## config.mk

```make
export PLATFORM = sky130hd
export DESIGN_NAME = fifo_pkt_reader
export DESIGN_NICKNAME = d
export VERILOG_FILES = /design/src/rtl/fifo_pkt_reader.sv
export SDC_FILE = /design/constraint.sdc
export NUM_CORES = 1
export LEC_CHECK = 0
export CORE_MARGIN = 2
export CORE_UTILIZATION = 46
export CTS_CLUSTER_SIZE = 10
export DETAILED_ROUTE_END_ITERATION = 7
export PLACE_DENSITY = 0.8
export SETUP_SLACK_MARGIN = 0.4
export SYNTH_ARGS = -nofsm -noshare
export SYNTH_HDL_FRONTEND = slang
export SYNTH_SLANG_ARGS = --single-unit
```

## constraint.sdc

```tcl
create_clock -name clk_out -period 2.4 [get_ports clk_out]
set_input_delay 0.48 -clock clk_out [delete_from_list [all_inputs] [get_ports clk_out]]
set_output_delay 0.48 -clock clk_out [all_outputs]
set_load 0.02 [all_outputs]
```

## src/rtl/fifo_pkt_reader.sv

```systemverilog
// fifo_pkt_reader: read-side controller for the 8-bit byte FIFO.
// Pops a length header L (1..255), then L payload bytes, and presents them
// on a valid/ready byte stream. There is only one pop in flight at a time.
// Optional feature: define PKT_READER_TIMEOUT_EN to abandon a packet after
// TIMEOUT consecutive empty cycles while waiting for payload (err_timeout).
module fifo_pkt_reader #(
   parameter int RD_LAT  = 2,
   parameter int TIMEOUT = 64
) (
   input  logic        clk_out,
   input  logic        reset,
   input  logic        flush,
   input  logic        empty,
   input  logic [7:0]  fifo_data,
   output logic        remove,
   output logic [7:0]  pkt_data,
   output logic        pkt_valid,
   input  logic        pkt_ready,
   output logic        pkt_last,
   output logic [15:0] pkt_count,
   output logic        err_zero_len,
   output logic        err_timeout
);

   typedef enum logic [2:0] {
      S_IDLE      = 3'd0,
      S_REQ_HDR   = 3'd1,
      S_WAIT_HDR  = 3'd2,
      S_REQ_DATA  = 3'd3,
      S_WAIT_DATA = 3'd4,
      S_SEND      = 3'd5
   } state_t;

   // Last value of the read-latency counter: the cycle fifo_data is valid.
   localparam logic [2:0] LAT_LAST = 3'(RD_LAT - 1);

   state_t      state_q, state_d;
   logic [2:0]  lat_q, lat_d;
   logic [7:0]  remaining_q, remaining_d;
   logic [7:0]  hold_q, hold_d;
   logic [15:0] count_q, count_d;
   logic        zero_len_q, zero_len_d;
   logic        lat_done_s;
   logic        timeout_hit_s;

   assign lat_done_s = (lat_q == LAT_LAST);

   // State register.
   always_ff @(posedge clk_out or posedge reset) begin
      if (reset) begin
         state_q <= S_IDLE;
      end else begin
         state_q <= state_d;
      end
   end

   // Next-state logic; flush overrides every transition.
   always_comb begin
      state_d = state_q;
      if (flush) begin
         state_d = S_IDLE;
      end else begin
         case (state_q)
            S_IDLE:      state_d = S_REQ_HDR;
            S_REQ_HDR:   state_d = empty ? S_REQ_HDR : S_WAIT_HDR;
            S_WAIT_HDR: begin
               if (lat_done_s) begin
                  state_d = (fifo_data == 8'd0) ? S_IDLE : S_REQ_DATA;
               end else begin
                  state_d = S_WAIT_HDR;
               end
            end
            S_REQ_DATA: begin
               if (timeout_hit_s) begin
                  state_d = S_IDLE;
               end else begin
                  state_d = empty ? S_REQ_DATA : S_WAIT_DATA;
               end
            end
            S_WAIT_DATA: state_d = lat_done_s ? S_SEND : S_WAIT_DATA;
            S_SEND: begin
               if (pkt_ready) begin
                  state_d = (remaining_q == 8'd1) ? S_IDLE : S_REQ_DATA;
               end else begin
                  state_d = S_SEND;
               end
            end
            default:     state_d = S_IDLE;
         endcase
      end
   end

   // Outputs decoded from state; a pop is suppressed while flushing so the
   // byte stays in the FIFO for the next header read.
   always_comb begin
      remove    = 1'b0;
      pkt_valid = 1'b0;
      pkt_last  = 1'b0;
      if (state_q == S_REQ_HDR || state_q == S_REQ_DATA) begin
         remove = !empty && !flush;
      end else if (state_q == S_SEND) begin
         pkt_valid = 1'b1;
         pkt_last  = (remaining_q == 8'd1);
      end else begin
         remove = 1'b0;
      end
   end

   assign pkt_data     = hold_q;
   assign pkt_count    = count_q;
   assign err_zero_len = zero_len_q;

   // Datapath next-state: latency counter, header/payload capture, counters.
   always_comb begin
      lat_d       = 3'd0;
      remaining_d = remaining_q;
      hold_d      = hold_q;
      count_d     = count_q;
      zero_len_d  = zero_len_q;
      if (!flush && (state_q == S_WAIT_HDR || state_q == S_WAIT_DATA) && !lat_done_s) begin
         lat_d = lat_q + 3'd1;
      end else begin
         lat_d = 3'd0;
      end
      if (flush) begin
         remaining_d = remaining_q;
      end else if (state_q == S_WAIT_HDR && lat_done_s) begin
         remaining_d = fifo_data;
         zero_len_d  = zero_len_q | (fifo_data == 8'd0);
      end else if (state_q == S_WAIT_DATA && lat_done_s) begin
         hold_d = fifo_data;
      end else if (state_q == S_SEND && pkt_ready) begin
         remaining_d = remaining_q - 8'd1;
         if (remaining_q == 8'd1) begin
            count_d = count_q + 16'd1;
         end else begin
            count_d = count_q;
         end
      end else begin
         remaining_d = remaining_q;
      end
   end

   // Datapath registers.
   always_ff @(posedge clk_out or posedge reset) begin
      if (reset) begin
         lat_q       <= 3'd0;
         remaining_q <= 8'd0;
         hold_q      <= 8'd0;
         count_q     <= 16'd0;
         zero_len_q  <= 1'b0;
      end else begin
         lat_q       <= lat_d;
         remaining_q <= remaining_d;
         hold_q      <= hold_d;
         count_q     <= count_d;
         zero_len_q  <= zero_len_d;
      end
   end

`ifdef PKT_READER_TIMEOUT_EN
   localparam logic [15:0] IDLE_LAST = 16'(TIMEOUT - 1);

   logic [15:0] idle_q, idle_d;
   logic        timeout_q, timeout_d;

   assign timeout_hit_s = (state_q == S_REQ_DATA) && empty && !flush && (idle_q == IDLE_LAST);
   assign err_timeout   = timeout_q;

   // Idle counter runs only while stalled in REQ_DATA; cleared on exit.
   always_comb begin
      idle_d    = 16'd0;
      timeout_d = timeout_q | timeout_hit_s;
      if (state_q == S_REQ_DATA && state_d == S_REQ_DATA && empty) begin
         idle_d = idle_q + 16'd1;
      end else begin
         idle_d = 16'd0;
      end
   end

   // Idle counter and sticky timeout flag.
   always_ff @(posedge clk_out or posedge reset) begin
      if (reset) begin
         idle_q    <= 16'd0;
         timeout_q <= 1'b0;
      end else begin
         idle_q    <= idle_d;
         timeout_q <= timeout_d;
      end
   end
`else
   assign timeout_hit_s = 1'b0;
   assign err_timeout   = 1'b0;
`endif

endmodule

```

== Yosys cells after proc, flatten, opt, wreduce, memory -nomap -nowiden ==
Cells that the tools add are included.

* Add/subtract/negate cells: 3
* Equality and inequality tests: 8
* Mux-type cells: 18
* Bitwise gates (word level): 4
* Reductions and logical operators: 18

{| class="wikitable"
|+ Operators with widths
! kind !! count
|-
| two-way mux 8 bit || 3
|-
| case mux 3 bit (6 select lines) || 1
|-
| adder 16 x 1 -> 16 bit, second input constant || 1
|-
| two-way mux 3 bit || 4
|-
| == test 8 x 1 -> 1 bit, second input constant || 1
|-
| logical NOT 8 bit || 1
|-
| two-way mux 2 bit || 4
|-
| subtractor 8 x 1 -> 8 bit, second input constant || 1
|-
| == test 3 x 1 -> 1 bit, second input constant || 2
|-
| == test 3 x 2 -> 1 bit, second input constant || 2
|-
| == test 3 bit, second input constant || 2
|-
| logical AND 1 bit || 6
|-
| two-way mux 1 bit || 6
|-
| AND reduction 3 bit || 2
|-
| AND reduction 5 bit || 1
|-
| adder 3 x 1 -> 3 bit, second input constant || 1
|-
| logical NOT 1 bit || 3
|-
| logical NOT 3 bit || 1
|-
| inverter 1 bit || 3
|-
| logical OR 1 bit || 2
|-
| inequality test 2 bit, second input constant || 1
|-
| AND reduction 2 bit || 1
|-
| nonzero test 2 bit || 1
|-
| bitwise OR 1 bit || 1
|}

* Bits in registers: 39

== Longest topological paths before layout ==
Gate-level depths: netlist of run 1.

* Word-level depth: 5
* Depth in mapped cells: 7
* Gate-level depth less buffers: 6

== Worst setup path before layout of run 1 ==
Ideal clock, no wire load.

* Path type: register to output
* Start point: reg remaining_q[1]
* End point: out pkt_last
* Arrival time: 1.725 ns
* Required time: 1.920 ns
* Path slack: 0.195 ns
* Cell stages (with the launch flop): 5
* Path through: dfrtp_1 > inv_1 > ha_1 > or4b_4 > nor4_1

* Longest elaborated chain between the ends: 3

{| class="wikitable"
|+ RTL lines
! item !! RTL line !! RTL
|-
| from (decl) || 39 || <nowiki>logic [7:0] remaining_q, remaining_d;</nowiki>
|-
| from (signal assigned) || 154 || <nowiki>remaining_q <= remaining_d;</nowiki>
|-
| == test 8 x 1 -> 1 bit || 103 || <nowiki>pkt_last = (remaining_q == 8'd1);</nowiki>
|-
| two-way mux 1 bit || 101 || <nowiki>end else if (state_q == S_SEND) begin</nowiki>
|-
| two-way mux 1 bit || 99 || <nowiki>if (state_q == S_REQ_HDR || state_q == S_REQ_DATA) begin</nowiki>
|-
| to (decl) || 19 || <nowiki>output logic pkt_last,</nowiki>
|}

No other way between the ends.

== Final worst setup path of run 1 ==
Ends and elaborated chain as after synthesis.

==> run metrics, run 1 <==
outcome=finished, final reports clean; unrepaired setup endpoints after global routing=true; Worst Tran Pin Value=about 0.69 ns; gp weighted congestion=0.815; hold path endpoint=lat_q[0]; Area Growth Syn to Fin=36.5%; row cnt=24; Final period util=0.892; Cell variety after synth=49; Nets=270; total congestion overflow=0; Root Buffer=clkbuf_8; Crit path required time=1.92 ns; Fmax=around 470 MHz; worst r2r src=lat_q[1]; Die Y=70.8 um; DRC=0; ys flop type=dfrtp_1; final core occ=0.648; hold_buf cts=0; Overall Power=between 1.5 and 2 mW; reg2reg path depth=5; Initial DRC Count=140; Area contributors post-synth=dfrtp_1 48%, xnor2_1 6.4%, mux2_2 4.9%; Hold Vio Cnt, Final=0; Core ar.=4320 um^2; Max Cap Viol=0; H-tree depth=2; CP arrival=1.66 ns; pwr/cell area=572 nW/um^2; Max Slew Vio Count=0; maximum vdd ir drop=0.407 mV; DP Worst Slack=0.0340 ns; Final ANT Viol Nets=0; min cycle time layout=2.14 ns; Setup TNS=0 ns; area fraction of the dominant cell type after synthesis=0.476; Seq/Total Area, Yosys=0.476; Clock Latency Late Sink=0.29 ns; number of diodes=0; startpoint types=flip-flop; initial core utilization=0.475; Worst Hold Launch=lat_q[0]; share of layout cells above drive strength 1=0.238; total track usage=0.202; Worst Path Class, Setup=flip-flop to output port; vias in the first global route=1614; TritonCTS clock tree=done; leading area contributor after synthesis=dfrtp_1; HP Class=flip-flop to flip-flop; dpl cell area=2590 um^2; # setup viols final=0; final setup margin=0.260 ns; Rel. slew slack=0.538; Final Instance Area=about 2800 um^2; reg2reg setup slack=roughly 0.36 ns; drt first pass iters=4; initial antenna violation count=0; pin count of the biggest net entering global routing=40; wire length per cell=16.0 um; port bufs=40; CTS sink cnt=39; EDFF count, synth=0; die width=70.8 um; syn avg cell area=10.7 um^2; Cells after Synth=between 150 and 200; crit-path max FO=2; Clock Path Buffers=2; worst hold path depth=1; first-pass GRT wire length=8000 um; Synth Register Bits=39; Syn Nets=210; DR vias=1668; critical path endpoint category=output port; Num CTS Buffers=5; RR Endpoint=pkt_data[7]; Via density=5.49; Leakage=1.21 nW; die area=5010 um^2; Warnings, synthesis=0; HPWL after detailed placement=3430 um; ys async rst share=1.00; Synth Cell Area=2050 um^2; Layout Skew=approximately 0.0068 ns; Clk pin slew, worst setup/hold paths=about 0.070 ns; Routed WL=4850 um; IO Count=42
[worst max path at each step]
stage                         startpoint            end  cells after the start
after floorplan           remaining_q[1]       pkt_last                      4
after global placement             flush         remove                      4
after detailed placement           flush  pkt_count[13]                      6
after CTS                 remaining_q[1]       pkt_last                      5
after global routing      remaining_q[1]       pkt_last                      5
final                     remaining_q[1]       pkt_last                      5
[Yosys cell counts (2+ instances only)]
cell type / number
nand2_1: 11
o2bb2ai_1: 5
nor4_4: 2
mux2_2: 9
o22ai_1: 4
and4_1: 2
nand3_1: 8
o21ai_0: 5
clkbuf_1: 2
buf_2: 4
nor2_1: 10
nor2b_1: 4
ha_1: 5
nand4_1: 5
mux2i_1: 2
xnor2_1: 15
inv_1: 6
nand2b_1: 3
buf_4: 2
dfrtp_1: 39
nor2_2: 2
nor3_1: 5
or3_1: 2
a211oi_1: 2
xor2_1: 2
nor4_1: 4
a21oi_1: 10
[power breakdown]
part           switching, mW  internal, mW
Combinational          0.217         0.194
Sequential            0.0438         0.700
Clock                  0.223         0.226
Total                  0.483          1.12
[stage by stage]
step                cells  hold WS (ns)
floorplan             192         0.436
global placement      290         0.453
detailed placement    290         0.458
CTS                   300         0.472
global route          304         0.488
finish                304         0.471
[state kept, by name (all words and copies together) (netlist names)]
register      flops
pkt_count        16
pkt_data          8
remaining_q       8
lat_q             3
state_q           3
err_zero_len      1
[final cells by class]
class	count	area, um^2
timing repair buffer	61	577
fill	337	1520
inverter	6	22.5
clock inverter	1	5.00
multi-input combinational	139	1070
sequential	39	978
tap	52	65.1
clock buffer	6	82.6
[layout by cell type, fill, tap and decap left out, types with 5 or more instances in the layout]
master,instances
clkdlybuf4s50_1,35
o21ai_0,5
nand4_1,5
o2bb2ai_1,5
nor2_1,9
ha_1,5
buf_4,19
nand2_1,11
nor3_1,5
xnor2_1,14
nand3_1,6
dfrtp_1,37
a21oi_1,10
inv_1,5
clkbuf_8,6
mux2_2,9
[repair_timing]
action / in CTS / in global routing
endpoints found under the setup margin: 31 / 35
setup buffers: 3 / 4
gates resized for setup: 18 / 9
hold endpoints to repair: 0 / 0
cloned: 0 / 0
pin swaps: 4 / 5
[cell families after synthesis]
kind of cell / Yosys count / share of synthesized area
and+or+nand+nor: 69 / 0.209
DFF: 39 / 0.476
xor gates and xnor gates: 17 / 0.0726
muxes: 11 / 0.0591
buffers and inverters: 14 / 0.0317
other: 1 / 0.00183
adders and majority gates: 5 / 0.0305
AOI/OAI and AO/OA: 36 / 0.120
[worst max-delay path, cell delays in order, from the launching register on]
cell and delay (ns):
dfrtp_1 0.40, inv_2 0.06, ha_1 0.12, or4b_4 0.48, nor4_4 0.14, buf_4 0.17
[layer usage]
metal,global-route usage,vias to the layer above,wire [um],share of wire
met1,0.292,816,2250,0.46
li1,-,814,-,-
met2,0.312,31,2410,0.50
met5,0,-,0,0
met3,0.0399,7,135,0.028
met4,0.0587,0,57,0.012
(Power assumes the default switching activity.)
==> run 2, diff against run 1 <==
--- a/config.mk
+++ b/config.mk
@@ -11,6 +11,7 @@
 export DETAILED_ROUTE_END_ITERATION = 7
 export PLACE_DENSITY = 0.8
 export SETUP_SLACK_MARGIN = 0.4
+export SKIP_CTS_REPAIR_TIMING = 1
 export SYNTH_ARGS = -nofsm -noshare
 export SYNTH_HDL_FRONTEND = slang
 export SYNTH_SLANG_ARGS = --single-unit
==> run 2 against run 1 <==
Global-route usage shrank 0.28 points; wire length decreased by 1.2%; die area stayed put; cell count grew 0.33%; combinational power fell by 1%; worst hold slack is essentially flat; sequential power about the same; first-iteration DRC count is 30% higher; sequential share of layout area about the same; setup slack better by 0.0050 ns; largest cell class unchanged; clock skew is 0.0018 ns lower; fmax up 0.24%.
==> run metrics, run 2 (same netlist as run 1, synthesis figures left out) <==
wire length per cell=15.7 um (was 16.0 um); pin count of the biggest net entering global routing=40 (unchanged); Worst Path Class, Setup=flip-flop to output port (unchanged); FILL cells=345 (was 337); Max Slew Vio Count=0 (unchanged); IO Count=42 (unchanged); HP Class=flip-flop to flip-flop (unchanged); Max Cap Viol=0 (unchanged); DRC=0 (unchanged); DR vias=1694 (was 1668); Num CTS Buffers=5 (unchanged); total track usage=0.199 (was 0.202); Setup TNS=0 ns (unchanged); Area Growth Syn to Fin=36.4% (was 36.5%); Core ar.=4320 um^2 (unchanged); final core occ=0.647 (was 0.648); Via density=5.55 (was 5.49); Seq. cell area=978 um^2 (unchanged); max reg flops=16 (unchanged); Fmax=468 MHz (was 467 MHz); Hold Vio Cnt, Final=0 (unchanged); die width=70.8 um (unchanged); H-tree depth=2 (unchanged); CP arrival=1.65 ns (was 1.66 ns); Die Y=70.8 um (unchanged); Layout Skew=0.00506 ns (was 0.00681 ns); # setup viols final=0 (unchanged); Initial DRC Count=182 (was 140); pwr/cell area=569 nW/um^2 (was 572 nW/um^2); number of diodes=0 (unchanged); initial antenna violation count=0 (unchanged); gp weighted congestion=0.815 (unchanged); maximum vdd ir drop=0.422 mV (was 0.407 mV); Clock Latency Late Sink=0.29 ns (about the same); Final ANT Viol Nets=0 (unchanged); Final period util=0.890 (was 0.892); row cnt=24 (unchanged); TritonCTS clock tree=done (unchanged); Leakage=1.24 nW (was 1.21 nW); HPWL after detailed placement=3430 um (unchanged); outcome=finished, final reports clean (unchanged); Root Buffer=clkbuf_8 (unchanged); Clk pin slew, worst setup/hold paths=0.07 ns (about the same); first-pass GRT wire length=7870 um (was 8000 um); share of layout cells above drive strength 1=0.245 (was 0.238); die area=5010 um^2 (unchanged); WHS=0.471 ns (about the same); unrepaired setup endpoints after global routing=true (unchanged); area of the multi-input gates=1070 um^2 (about the same); vias in the first global route=1575 (was 1614); Nets=271 (was 270); Rel. slew slack=0.576 (was 0.538); Worst Tran Pin Value=0.631 ns (was 0.687 ns); drt first pass iters=4 (unchanged); CTS sink cnt=39 (unchanged); critical path endpoint category=output port (unchanged); commonest non-fill, non-tap cells in the layout=37 x dfrtp_1, 35 x clkdlybuf4s50_1, 21 x buf_4 (was 37 x dfrtp_1, 35 x clkdlybuf4s50_1, 19 x buf_4); Routed WL=4800 um (was 4850 um); min cycle time layout=2.13 ns (was 2.14 ns); startpoint types=flip-flop (unchanged); Crit path required time=1.92 ns (about the same); commonest non-fill, non-tap cell in the layout=dfrtp_1 (unchanged); Clock Path Buffers=2 (unchanged); crit-path max FO=2 (unchanged); port bufs=40 (unchanged); initial core utilization=0.475 (unchanged); total congestion overflow=0 (unchanged)
-- run 2: area by class of cell --
class	count	area share
Sequential cell	39	0.350
Timing Repair Buffer	62	0.205
Tap cell	52	0.0232
Inverter	6	0.00805
Multi-Input combinational cell	139	0.383
Clock buffer	6	0.0295
Clock inverter	1	0.00179
-- run 2: critical path, cell delays in order (launching register included) --
cell and delay [ns]:
dfrtp_1 0.40, inv_2 0.06, ha_1 0.12, or4b_4 0.48, nor4_4 0.14, buf_4 0.17
-- run 2: final timing paths --
check / start / end / slack, ns / cells past startpoint
max in group asynchronous: reset / state_q[1] / 1.42 / 3
setup / recovery: remaining_q[1] / pkt_last / 0.27 / 5
hold / removal: err_zero_len / err_zero_len / 0.47 / 1
hold reg to reg: err_zero_len / err_zero_len / 0.47 / 1
min in group asynchronous: reset / pkt_count[14] / 0.60 / 3
setup reg to reg: lat_q[1] / pkt_data[7] / 0.44 / 5
-- run 2: report_power, final --
part	internal [mW]	total, mW	switching [mW]
clock network	0.225	0.444	0.218
registers	0.700	0.743	0.0434
logic	0.193	0.406	0.214
total	1.12	1.59	0.476
-- run 2: layer usage --
layer | vias up | share of wire | track usage
met2 | 35 | 0.51 | 0.307
met1 | 834 | 0.46 | 0.287
met5 | - | 0 | 0
li1 | 820 | - | -
met4 | 0 | 0.0088 | 0.0566
met3 | 5 | 0.028 | 0.0399
-- run 2: metrics by stage --
| step | power, mW | setup WS, ns | cells | cell area (um^2) |
|---|---|---|---|---|
| 2_1_floorplan | 0.986 | 0.432 | 192 | 2060 |
| 3_3_place_gp | 1.11 | 0.0640 | 290 | 2590 |
| 3_5_place_dp | 1.12 | 0.0340 | 290 | 2590 |
| 4_1_cts | 1.57 | -0.275 | 297 | 2670 |
| 5_1_grt | 1.69 | 0.177 | 305 | 2800 |
| 6_report | 1.59 | 0.265 | 305 | 2800 |
==> run 3, diff against run 2 <==
--- a/config.mk
+++ b/config.mk
@@ -9,6 +9,7 @@
 export CORE_UTILIZATION = 46
 export CTS_CLUSTER_SIZE = 10
 export DETAILED_ROUTE_END_ITERATION = 7
+export HOLD_SLACK_MARGIN = 0.03
 export PLACE_DENSITY = 0.8
 export SETUP_SLACK_MARGIN = 0.4
 export SKIP_CTS_REPAIR_TIMING = 1
==> results of run 3 <==
No change in the layout: final DEF, timing and power equal those of run 2.
